## src/rtl/pi_loop_sequencer_if.sv

```systemverilog
// Signal bundle between the PI loop sequencer, the PI pipeline and the DAC driver.
// The master side is the sequencer; the slave side is the pipeline/DAC environment.
interface pi_loop_sequencer_if #(
  parameter int OUTPUT_WIDTH      = 32,
  parameter int OUTPUT_RANGE_BITS = 20
);
  logic                         pipe_start;
  logic                         pipe_result_valid;
  logic [OUTPUT_WIDTH-1:0]      pipe_integral_result;
  logic [OUTPUT_WIDTH-1:0]      pipe_pi_result;
  logic                         pipe_overflow;
  logic                         pipe_underflow;
  logic [OUTPUT_WIDTH-1:0]      integral_state;
  logic [OUTPUT_RANGE_BITS-1:0] dac_data;
  logic                         dac_req;
  logic                         dac_ack;

  modport master (
    output pipe_start,
    input  pipe_result_valid,
    input  pipe_integral_result,
    input  pipe_pi_result,
    input  pipe_overflow,
    input  pipe_underflow,
    output integral_state,
    output dac_data,
    output dac_req,
    input  dac_ack
  );

  modport slave (
    input  pipe_start,
    output pipe_result_valid,
    output pipe_integral_result,
    output pipe_pi_result,
    output pipe_overflow,
    output pipe_underflow,
    input  integral_state,
    input  dac_data,
    input  dac_req,
    output dac_ack
  );
endinterface

```

## src/rtl/pi_loop_sequencer.sv

```systemverilog
// Per-sample sequencer around the PI pipeline: start, wait, clamp,
// anti-windup integral update and a four-phase DAC write.
module pi_loop_sequencer #(
  parameter int OUTPUT_WIDTH      = 32,
  parameter int OUTPUT_RANGE_BITS = 20,
  parameter int PIPE_TIMEOUT      = 8
) (
  input  logic                clk,
  input  logic                rst,
  input  logic                enable,
  input  logic                integral_clear,
  input  logic                sample_ready,
  pi_loop_sequencer_if.master bus,
  output logic                busy,
  output logic [31:0]         sample_count,
  output logic [15:0]         sat_count,
  output logic                missed_sample,
  output logic                pipe_fault
);

  localparam int W  = OUTPUT_WIDTH;
  localparam int R  = OUTPUT_RANGE_BITS;
  localparam int CW = $clog2(PIPE_TIMEOUT + 1);

  localparam logic [CW-1:0] TMO_LAST =
    CW'(PIPE_TIMEOUT - 1);

  localparam logic [R-1:0] DAC_MAX =
    {1'b0, {(R-1){1'b1}}};
  localparam logic [R-1:0] DAC_MIN =
    {1'b1, {(R-1){1'b0}}};

  typedef enum logic [2:0] {
    IDLE,
    START,
    WAIT_PIPE,
    UPDATE,
    DAC_REQ,
    DAC_RELEASE
  } state_t;

  state_t state;
  state_t state_nx;

  logic [CW-1:0] tmo_cnt;
  logic [R-1:0]  cap_pi;
  logic [W-1:0]  cap_int;
  logic          cap_ovf;
  logic          cap_unf;
  logic [R-1:0]  dac_q;
  logic [W-1:0]  integ_q;

  logic          start_c;
  logic          req_c;
  logic          cnt_clr;
  logic          cnt_inc;
  logic          capture;
  logic          do_update;
  logic          fault_set;
  logic          clr_integ;
  logic          sat_flag;
  logic [R-1:0]  dac_nx;
  logic          unused_pi_hi;

  // High result bits are dropped; the pipeline flags carry range info.
  assign unused_pi_hi =
    ^bus.pipe_pi_result[W-1:R];

  always_ff @(posedge clk or posedge rst) begin
    if (rst) begin
      state <= IDLE;
    end else begin
      state <= state_nx;
    end
  end

  always_comb begin
    state_nx  = state;
    start_c   = 1'b0;
    req_c     = 1'b0;
    cnt_clr   = 1'b0;
    cnt_inc   = 1'b0;
    capture   = 1'b0;
    do_update = 1'b0;
    fault_set = 1'b0;
    clr_integ = 1'b0;
    unique case (state)
      IDLE: begin
        clr_integ = integral_clear;
        if (enable && sample_ready) begin
          state_nx = START;
        end
      end
      START: begin
        start_c  = 1'b1;
        cnt_clr  = 1'b1;
        state_nx = WAIT_PIPE;
      end
      WAIT_PIPE: begin
        // First wait cycle is blind: the tracker clears on that edge.
        if (tmo_cnt != '0 &&
            bus.pipe_result_valid) begin
          capture  = 1'b1;
          state_nx = UPDATE;
        end else if (tmo_cnt == TMO_LAST) begin
          fault_set = 1'b1;
          state_nx  = IDLE;
        end else begin
          cnt_inc = 1'b1;
        end
      end
      UPDATE: begin
        do_update = 1'b1;
        state_nx  = DAC_REQ;
      end
      DAC_REQ: begin
        req_c = 1'b1;
        if (bus.dac_ack) begin
          state_nx = DAC_RELEASE;
        end
      end
      DAC_RELEASE: begin
        if (!bus.dac_ack) begin
          state_nx = IDLE;
        end
      end
      default: begin
        state_nx = IDLE;
      end
    endcase
  end

  always_comb begin
    sat_flag = cap_ovf | cap_unf;
    dac_nx   = cap_pi;
    unique case (1'b1)
      cap_ovf: dac_nx = DAC_MAX;
      cap_unf: dac_nx = DAC_MIN;
      default: dac_nx = cap_pi;
    endcase
  end

  always_ff @(posedge clk or posedge rst) begin
    if (rst) begin
      tmo_cnt <= '0;
    end else if (cnt_clr) begin
      tmo_cnt <= '0;
    end else if (cnt_inc) begin
      tmo_cnt <= tmo_cnt + 1'b1;
    end
  end

  always_ff @(posedge clk or posedge rst) begin
    if (rst) begin
      cap_pi  <= '0;
      cap_int <= '0;
      cap_ovf <= 1'b0;
      cap_unf <= 1'b0;
    end else if (capture) begin
      cap_pi  <= bus.pipe_pi_result[R-1:0];
      cap_int <= bus.pipe_integral_result;
      cap_ovf <= bus.pipe_overflow;
      cap_unf <= bus.pipe_underflow;
    end
  end

  always_ff @(posedge clk or posedge rst) begin
    if (rst) begin
      integ_q <= '0;
    end else if (clr_integ) begin
      integ_q <= '0;
    end else if (do_update && !sat_flag) begin
      integ_q <= cap_int;
    end
  end

  always_ff @(posedge clk or posedge rst) begin
    if (rst) begin
      dac_q        <= '0;
      sample_count <= '0;
      sat_count    <= '0;
    end else if (do_update) begin
      dac_q        <= dac_nx;
      sample_count <= sample_count + 32'd1;
      if (sat_flag && sat_count != 16'hFFFF) begin
        sat_count <= sat_count + 16'd1;
      end
    end
  end

  always_ff @(posedge clk or posedge rst) begin
    if (rst) begin
      pipe_fault    <= 1'b0;
      missed_sample <= 1'b0;
    end else begin
      if (fault_set) begin
        pipe_fault <= 1'b1;
      end
      if (sample_ready && state != IDLE) begin
        missed_sample <= 1'b1;
      end
    end
  end

  assign bus.pipe_start     = start_c;
  assign bus.dac_req        = req_c;
  assign bus.dac_data       = dac_q;
  assign bus.integral_state = integ_q;
  assign busy               = (state != IDLE);

endmodule

```

## src/flat_wrapper.sv

```systemverilog
// flat-port wrapper written by rule: the top's interface ports become plain ports
module pi_loop_sequencer_flat 
#(
  parameter int OUTPUT_WIDTH      = 32,
  parameter int OUTPUT_RANGE_BITS = 20,
  parameter int PIPE_TIMEOUT      = 8
)
  (clk, rst, enable, integral_clear, sample_ready, busy, sample_count, sat_count, missed_sample, pipe_fault, bus_pipe_start, bus_pipe_result_valid, bus_pipe_integral_result, bus_pipe_pi_result, bus_pipe_overflow, bus_pipe_underflow, bus_integral_state, bus_dac_data, bus_dac_req, bus_dac_ack);
  pi_loop_sequencer_if #(.OUTPUT_WIDTH(OUTPUT_WIDTH), .OUTPUT_RANGE_BITS(OUTPUT_RANGE_BITS)) bus_i ();
  input  logic clk;
  input  logic rst;
  input  logic enable;
  input  logic integral_clear;
  input  logic sample_ready;
  output logic busy;
  output logic [31:0] sample_count;
  output logic [15:0] sat_count;
  output logic missed_sample;
  output logic pipe_fault;
  output wire logic [$bits(bus_i.pipe_start)-1:0] bus_pipe_start;
  input wire logic [$bits(bus_i.pipe_result_valid)-1:0] bus_pipe_result_valid;
  input wire logic [$bits(bus_i.pipe_integral_result)-1:0] bus_pipe_integral_result;
  input wire logic [$bits(bus_i.pipe_pi_result)-1:0] bus_pipe_pi_result;
  input wire logic [$bits(bus_i.pipe_overflow)-1:0] bus_pipe_overflow;
  input wire logic [$bits(bus_i.pipe_underflow)-1:0] bus_pipe_underflow;
  output wire logic [$bits(bus_i.integral_state)-1:0] bus_integral_state;
  output wire logic [$bits(bus_i.dac_data)-1:0] bus_dac_data;
  output wire logic [$bits(bus_i.dac_req)-1:0] bus_dac_req;
  input wire logic [$bits(bus_i.dac_ack)-1:0] bus_dac_ack;
  assign bus_pipe_start = bus_i.pipe_start;
  assign bus_i.pipe_result_valid = bus_pipe_result_valid;
  assign bus_i.pipe_integral_result = bus_pipe_integral_result;
  assign bus_i.pipe_pi_result = bus_pipe_pi_result;
  assign bus_i.pipe_overflow = bus_pipe_overflow;
  assign bus_i.pipe_underflow = bus_pipe_underflow;
  assign bus_integral_state = bus_i.integral_state;
  assign bus_dac_data = bus_i.dac_data;
  assign bus_dac_req = bus_i.dac_req;
  assign bus_i.dac_ack = bus_dac_ack;
  pi_loop_sequencer #(.OUTPUT_WIDTH(OUTPUT_WIDTH), .OUTPUT_RANGE_BITS(OUTPUT_RANGE_BITS), .PIPE_TIMEOUT(PIPE_TIMEOUT)) u_core (.clk(clk), .rst(rst), .enable(enable), .integral_clear(integral_clear), .sample_ready(sample_ready), .bus(bus_i), .busy(busy), .sample_count(sample_count), .sat_count(sat_count), .missed_sample(missed_sample), .pipe_fault(pipe_fault));
endmodule
```

## config.mk

```make
export PLATFORM = sky130hd
export DESIGN_NAME = pi_loop_sequencer_flat
export DESIGN_NICKNAME = d
export VERILOG_FILES = /design/src/rtl/pi_loop_sequencer_if.sv /design/src/rtl/pi_loop_sequencer.sv /design/src/flat_wrapper.sv
export SDC_FILE = /design/constraint.sdc
export NUM_CORES = 1
export LEC_CHECK = 0
export ABC_CLOCK_PERIOD_IN_PS = 11500
export CORE_MARGIN = 4
export CORE_UTILIZATION = 40
export DETAILED_ROUTE_END_ITERATION = 10
export HOLD_SLACK_MARGIN = 0.1
export PLACE_DENSITY = 0.69
export SYNTH_ARGS = -nofsm -noshare
export SYNTH_HDL_FRONTEND = slang
export SYNTH_SLANG_ARGS = --single-unit
```

## constraint.sdc

```tcl
create_clock -name clk -period 11.5 [get_ports clk]
set_input_delay 1.15 -clock clk [delete_from_list [all_inputs] [get_ports clk]]
set_output_delay 1.15 -clock clk [all_outputs]
set_load 0.1 [all_outputs]
```

# [After elaboration in Yosys (flattened, before gate mapping)]
# Cells that the tools add are included.
[totals] ff_bits=163 in_bits=73 output_inout_bits=105 wordCells=63
[op_classes] n_addsub=3 n_eq_ne=11 mux=23 bitwise_logic=1 reduce_logical=13
[op_table] op="$mux 32" n=2
[op_table] op="$pmux 20 s2" n=1
[op_table] op="$add 32x1->32 const B" n=1
[op_table] op="$pmux 3 s6" n=1
[op_table] op="$add 16x1->16 const B" n=1
[op_table] op="$ne 16x16->1 const B" n=1
[op_table] op="$mux 3" n=5
[op_table] op="$mux 1" n=12
[op_table] op="$mux 4" n=2
[op_table] op="$eq 3x2->1 const B" n=2
[op_table] op="$eq 3x3->1 const B" n=2
[op_table] op="$logic_and 1x1->1" n=5
[op_table] op="$add 4x1->4 const B" n=1
[op_table] op="$eq 4x3->1 const B" n=1
[op_table] op="$ne 2x2->1 const B" n=2
[op_table] op="$reduce_and 4->1" n=1
[op_table] op="$reduce_bool 2->1" n=2
[op_table] op="$reduce_bool 4->1" n=1
[op_table] op="$eq 3x1->1 const B" n=1
[op_table] op="$logic_not 3->1" n=1
[op_table] op="$ne 3x1->1 const B" n=1
[op_table] op="$reduce_bool 3->1" n=1
[op_table] op="$ne 2x1->1 const B" n=1
[op_table] op="$reduce_and 2->1" n=1
[op_table] op="other kinds (2)" n=2

# [Depth between registers and ports, before layout]
# Gate-level depths: netlist of the first run.
[logic_depth] depth_word=6 mapped_depth=6 depth_no_buf=6

# [Least setup slack after synthesis of the first run]
# Ideal clock, no wire load.
[synth_path] path_type="reg2out" start="register u_core.state[0]" end="output port bus_pipe_start" arrival_time_ns=2.913 required_time_ns=10.350 path_slack_ns=7.437 stages_incl_launch_ff=3 path_cell_list="dfrtp_1 -> buf_2 -> nor3b_1"
[synth_between] elab_chain_cells=2
[synth_lines] item="start, declared" line_no="pi_loop_sequencer.sv:42" source="state_t state;"
[synth_lines] item="start signal, assigned" line_no="pi_loop_sequencer.sv:73" source="state <= state_nx;"
[synth_lines] item="$eq 3x1->1" line_no="pi_loop_sequencer.sv:87" source="unique case (state)"
[synth_lines] item="$mux 1" line_no="pi_loop_sequencer.sv:87"
[synth_lines] item="end, declared" line_no="flat_wrapper.sv:20" source="output wire logic [$bits(bus_i.pipe_start)-1:0] bus_pipe_start;"
# Every way passes these cells.

# [Final worst setup path of the first run]
# Ends and elaborated chain as after synthesis.

==> results.yml, run 1 <==
drt:
  ant_nets: 0
  wire_per_inst_um: 16.5
  first_iter_violations: 130
  via_per_inst: 5.09
  drt-total-wl_um: 15200
  via_count: 4691
  firstDrtPassIters: 4
  drt_drc_violations_left: 0
power:
  combPwrFrac_pct: 44.2
  p_sw_share_pct: 44.6
  seqPwrFrac_pct: 34.5
  ir_drop_mv: 0.149
  switching_power_mw: 1.14
  p_per_area_nw_per_um2: 280
  p_int_mw: 1.41
  p_leak_nw: 4.08
  clockPowerShare_pct: 21.3
die:
  placementRows: 47
  die_y_um: 137
  num_io_pins: 178
  initial_core_util_pct: 40.7
  die_width_um: 137
  core_sq_um: 16500
  die_area_sq_um: 18900
logic_synthesis:
  synth_area_leaders: "dfrtp_1, mux2_2, a22o_1"
  syn_area_per_cell_sq_um: 12.7
  yosys_most_used_dff: "dfrtp_1"
  synth_enable_flop_cells: 0
  ys_types: 44
  ys_ff_latch: 163
  async_flop_share_pct: 100
  syn_inst: 526
  ys_seq_area_share_pct: 60.9
  netlist.area_leader.share_pct: 60.9
  ys_warn_count: 0
  synth_area_leader_cell: "dfrtp_1"
  syn_area_sq_um: 6700
  syn-num-nets: 603
clock_tree:
  root_buffer: "clkbuf_16"
  postCtsSetupRepairBufs: 0
  path_clk_slew_ns: 0.06
  cts-hold-fix-buffers: 0
  cts_tree: "yes"
  cts_resized: 0
  cts_sinks: 163
  clk_latency_ns: 0.41
  cts_buffers: 17
  htree_levels: 4
  clk_path_buf_depth: 2
worst_setup_path:
  cp_max_fo: 9
  end_kind: "primary output"
  r2r-start: "u_core.tmo_cnt[0]"
  worstSetupPathType: "flip-flop to primary output"
  worst_r2r_endpoint: "u_core.cap_int[6]"
  arrival_ns: 2.71
  start_kind: "flip-flop"
  endpoint: "bus_pipe_start"
  required_ns: 10.35
  r2r_cells: 6
  worstSetupStartpoint: "u_core.state[0]"
  ff2ff_setup_slack_ns: 9.10
global_routing:
  grt_pass1_wl_um: 25300
  grt_max_degree: 92
  grt_pass1_vias: 4904
  antenna_found_initial: 0
  grtUsageTotal_pct: 17.0
  overflow: 0
sta:
  tightest_slew_ns: 1.03
  max_freq_mhz: 259
  slew_headroom_pct: 30.9
  drv_slew: 0
  period_share_pct: 33.6
  setup_viol: 0
  fin_ws_ns: 7.64
  hold_viol_final: 0
  min_period_ns: 3.86
  rsz0062_at_grt: "no"
  clock_skew_ns: 0.00817
  setup_tns_ns: 0
placement:
  dp_slack_ns: 8.07
  gp_congestion: 0.830
  port_buffers: 165
  hpwl_um: 10200
hold_path:
  hold_class: "flip-flop to flip-flop"
final_layout:
  syn2layout_area_growth_pct: 35.9
  layout.nets: 768
  final_util_pct: 55.3
  n_antenna_cell: 0
  drive_gt1_share_pct: 13.8
status:
  status: "finished, final reports clean"
job:
  max_cap_viol_count: 0
==> placed cells by master, fill, tap and decap left out, types with 2 or more instances in the layout <==
cell / instances
and3b_1: 2
clkbuf_16: 17
ha_1: 4
nand3_1: 14
buf_4: 4
clkbuf_8: 3
clkinv_2: 2
mux2_2: 55
clkdlybuf4s50_1: 165
dfrtp_1: 163
nand2_1: 36
xor2_1: 31
a22o_1: 32
nor2_1: 13
clkbuf_1: 4
and4_1: 7
nor3b_1: 3
a31oi_1: 3
a21o_1: 2
o21ai_0: 20
nor4_2: 2
a21oi_1: 21
inv_1: 12
xnor2_1: 16
and3_1: 9
bufinv_16: 2
nand4_1: 12
nor4_1: 11
nor3_1: 14
==> layout make-up <==
cell class                      count  area [sq um]
Fill cell                        1374          7370
Sequential cell                   163          4080
Multi-Input combinational cell    327          2450
Timing Repair Buffer              169          1680
Clock buffer                       24           482
Tap cell                          220           275
Clock inverter                      5          77.6
Inverter                           13          53.8
==> cells by family (layout without fill, tap and decap cells) <==
| logic type | Yosys count | after routing | share of synthesized area (%) |
|---|---|---|---|
| multiplexers | 56 | 56 | 9.40 |
| AND/OR/NAND/NOR | 136 | 136 | 11.5 |
| AO/OA/AOI/OAI | 84 | 84 | 8.65 |
| XOR/XNOR | 47 | 47 | 6.15 |
| flip-flops | 163 | 163 | 60.9 |
| buffers and inverters | 36 | 211 | 2.63 |
| adder cells (fa/ha/maj) | 4 | 4 | 0.747 |
==> sequential cells by signal, indices dropped and copies added (netlist names) <==
| signal | count |
|---|---|
| u_core.bus.dac_data | 20 |
| u_core.bus.integral_state | 32 |
| u_core.cap_int | 32 |
| u_core.cap_ovf | 1 |
| u_core.cap_pi | 20 |
| u_core.cap_unf | 1 |
| u_core.missed_sample | 1 |
| u_core.pipe_fault | 1 |
| u_core.sample_count | 32 |
| u_core.sat_count | 16 |
| u_core.state | 3 |
| u_core.tmo_cnt | 4 |
==> per-layer routing <==
metal | routed length [um] | GRT usage [%]
met1 | 6720 | 22.2
met2 | 7140 | 26.3
met3 | 1140 | 5.99
met4 | 228 | 5.76
met5 | 0 | 0
==> power groups by stage <==
stage          sequential, mW  clock [mW]  combinational, mW
4_1_cts                 0.880       0.557               1.14
3_3_place_gp            0.880           0               1.12
6_report                0.880       0.543               1.13
3_5_place_dp            0.887           0               1.14
5_1_grt                 0.905       0.583               1.19
2_1_floorplan            1.36           0              0.378
==> cell usage after synthesis, drive strengths merged (12+ instances only) <==
library cell and n:
dfrtp 163, mux2 55, nand2 36, a22o 32, xor2 31, a21oi 22, o21ai 21, xnor2 16
nand3 15, nor3 15, clkbuf 14, nor2 14, inv 13, nor4 13, nand4 12
==> through the flow <==
stage                     power, mW  instance area, sq um  hold slack [ns]  std cells
after CTS                      2.57                  9100            0.468        921
after global routing           2.68                  9100            0.480        921
after detailed placement       2.02                  8540            0.448        892
after global placement         2.00                  8540            0.451        892
final                          2.55                  9100            0.460        921
after floorplan                1.74                  6700            0.468        526
==> worst min-delay path by stage <==
stage	from	endpoint	slack [ns]	cells past startpoint
final	u_core.missed_sample	u_core.missed_sample	0.46	1
after global routing	u_core.sample_count[31]	u_core.sample_count[31]	0.48	1
after global placement	u_core.missed_sample	u_core.missed_sample	0.45	1
after CTS	u_core.missed_sample	u_core.missed_sample	0.47	1
after detailed placement	u_core.missed_sample	u_core.missed_sample	0.45	1
after floorplan	u_core.cap_int[0]	u_core.bus.integral_state[0]	0.47	1
==> worst max-delay path, stage by stage, from the launching register on <==
cell and delay [ns]:
dfrtp_1 0.49, nor3b_1 0.57, clkdlybuf4s50_1 1.25
Power figures use the tool's default switching activity.
==> run 2: changes to the inputs <==
Settings changed: ABC_CLOCK_PERIOD_IN_PS 11500 to 3800.
Clock period 11.5 ns to 3.8 ns, I/O delays scaled along.
==> run 2 against run 1 <==
- combinational power grew to 3.0 times the previous value
- hold slack lost 0.069 ns
- sequential share of layout area shrank 0.20 points
- critical path type unchanged
- largest cell class unchanged
- sequential cell count is the same
- global-route usage grew 0.20 points
- clock power grew to 3.1 times the previous value
- register-to-register slack lost 7.6 ns
- cell area grew 0.44%
- critical path depth grew 2
- utilization grew 0.24 points
- routed wire length grew 2.5%
==> results.yml, run 2 (same netlist as run 1, synthesis figures left out) <==
worst_setup_path:
  r2r-start: "u_core.state[0]"
  worst_r2r_endpoint: "u_core.sat_count[12]"
  critPathTopFamily: "buffers and inverters"
  slowest_stage: "clkdlybuf4s50_1"
  arrival_ns: 2.69
  cp.depth: 4
  worstSetupStartpoint: "u_core.state[0]"
  endpoint: "busy"
  worstSetupPathType: "flip-flop to primary output"
  crit_chain: "or2_2, nor2_1, inv_1, clkdlybuf4s50_1"
  r2r_cells: 4
  required_ns: 3.42
  cpPeakStageDelay_ns: 0.98
  cp_max_fo: 9
  end_kind: "primary output"
  cp_num_buf_inv: 2
  start_kind: "flip-flop"
  ff2ff_setup_slack_ns: 1.50
final_layout:
  n_antenna_cell: 0
  layout.nets: 769
  fill_cells: 1393
  fin_cells: 922
  final_util_pct: 55.5
  final_common_cell: "clkdlybuf4s50_1"
  fin_area_sq_um: 9140
  syn2layout_area_growth_pct: 36.5
  seq_area_sq_um: 4080
  drive_gt1_share_pct: 14.4
  layout_common_cells: "clkdlybuf4s50_1, dfrtp_1, mux2_2"
  multi_input_area_sq_um: 2450
die:
  initial_core_util_pct: 40.7
  placementRows: 47
  die_y_um: 137
  num_io_pins: 178
  die_width_um: 137
  die_area_sq_um: 18900
  core_sq_um: 16500
clock_tree:
  clk_latency_ns: 0.42
  cts_sinks: 163
  cts_buffers: 17
  root_buffer: "clkbuf_16"
  path_clk_slew_ns: 0.06
  cts_tree: "yes"
  cts_resized: 0
  cts-hold-fix-buffers: 0
  htree_levels: 4
  clk_path_buf_depth: 2
  postCtsSetupRepairBufs: 0
sta:
  rsz0062_at_grt: "no"
  setup_tns_ns: 0
  drv_slew: 0
  slew_headroom_pct: 31.9
  period_share_pct: 80.7
  clock_skew_ns: 0.0104
  hold_viol_final: 0
  max_freq_mhz: 326
  tightest_slew_ns: 1.02
  setup_viol: 0
  min_period_ns: 3.07
drt:
  wire_per_inst_um: 16.9
  drt-total-wl_um: 15600
  firstDrtPassIters: 4
  drt_drc_violations_left: 0
  via_per_inst: 5.16
  ant_nets: 0
  first_iter_violations: 160
  via_count: 4757
power:
  seqPwrFrac_pct: 34.4
  p_leak_nw: 4.09
  p_per_area_nw_per_um2: 850
  p_sw_share_pct: 44.7
  ir_drop_mv: 0.422
  p_int_mw: 4.29
  combPwrFrac_pct: 44.1
  switching_power_mw: 3.47
  clockPowerShare_pct: 21.5
placement:
  port_buffers: 165
  gp_congestion: 0.815
  dpl_cell_area_sq_um: 8570
  hpwl_um: 10600
  dp_cells: 893
global_routing:
  grt_pass1_wl_um: 25600
  grt_max_degree: 96
  grt_pass1_vias: 4964
  grtUsageTotal_pct: 17.2
  overflow: 0
  antenna_found_initial: 1
job:
  max_cap_viol_count: 0
status:
  status: "finished, final reports clean"
hold_path:
  hold_class: "input pin to async pin"
## run 2: changes by cell type in the layout (fill, tap and decap cells not counted), sizes merged
cell	previous run	this run
buf	4	6
clkinvlp	1	3
bufinv	2	3
clkbuf	24	19
clkinv	2	5
clkdlybuf4s50	165	164
inv	13	12
## run 2: stage by stage
stage	worst slack [ns]	hold slack [ns]	total power, mW
after global placement	1.20	0.437	6.06
after global routing	0.639	0.434	8.14
after detailed placement	1.19	0.446	6.14
after CTS	0.735	0.394	7.84
final	0.732	0.390	7.77
after floorplan	0.507	0.468	5.27
## run 2: per-layer routing
layer	GRT usage, %	part of all wire [%]	wire, um
met5	0	0.083	13
met4	4.99	1.3	198
met3	6.36	7.3	1140
met2	27.5	48	7520
met1	21.9	43	6750
## run 2: power groups by stage
stage | Combinational (mW) | Sequential (mW) | Clock (mW)
CTS | 3.46 | 2.67 | 1.71
detailed placement | 3.45 | 2.69 | 0
floorplan | 1.14 | 4.13 | 0
global placement | 3.40 | 2.66 | 0
finish | 3.43 | 2.67 | 1.67
global route | 3.61 | 2.74 | 1.80
## run 2: worst min path at each step
stage	from	end	slack (ns)	cells after the start
after global routing	rst	u_core.sat_count[1]	0.43	2
after global placement	u_core.missed_sample	u_core.missed_sample	0.44	1
after CTS	rst	u_core.sat_count[1]	0.39	2
final	rst	u_core.sat_count[1]	0.39	2
after floorplan	u_core.cap_int[0]	u_core.bus.integral_state[0]	0.47	1
after detailed placement	u_core.missed_sample	u_core.missed_sample	0.45	1
## run 2: area by class of cell
class	instances	share of cell area (%)
clock buffers	19	4.74
clock inverters	10	1.51
inverters	13	0.575
multi-input cells	327	26.8
flip-flops and latches	163	44.6
well taps	220	3.01
repair buffers	170	18.7
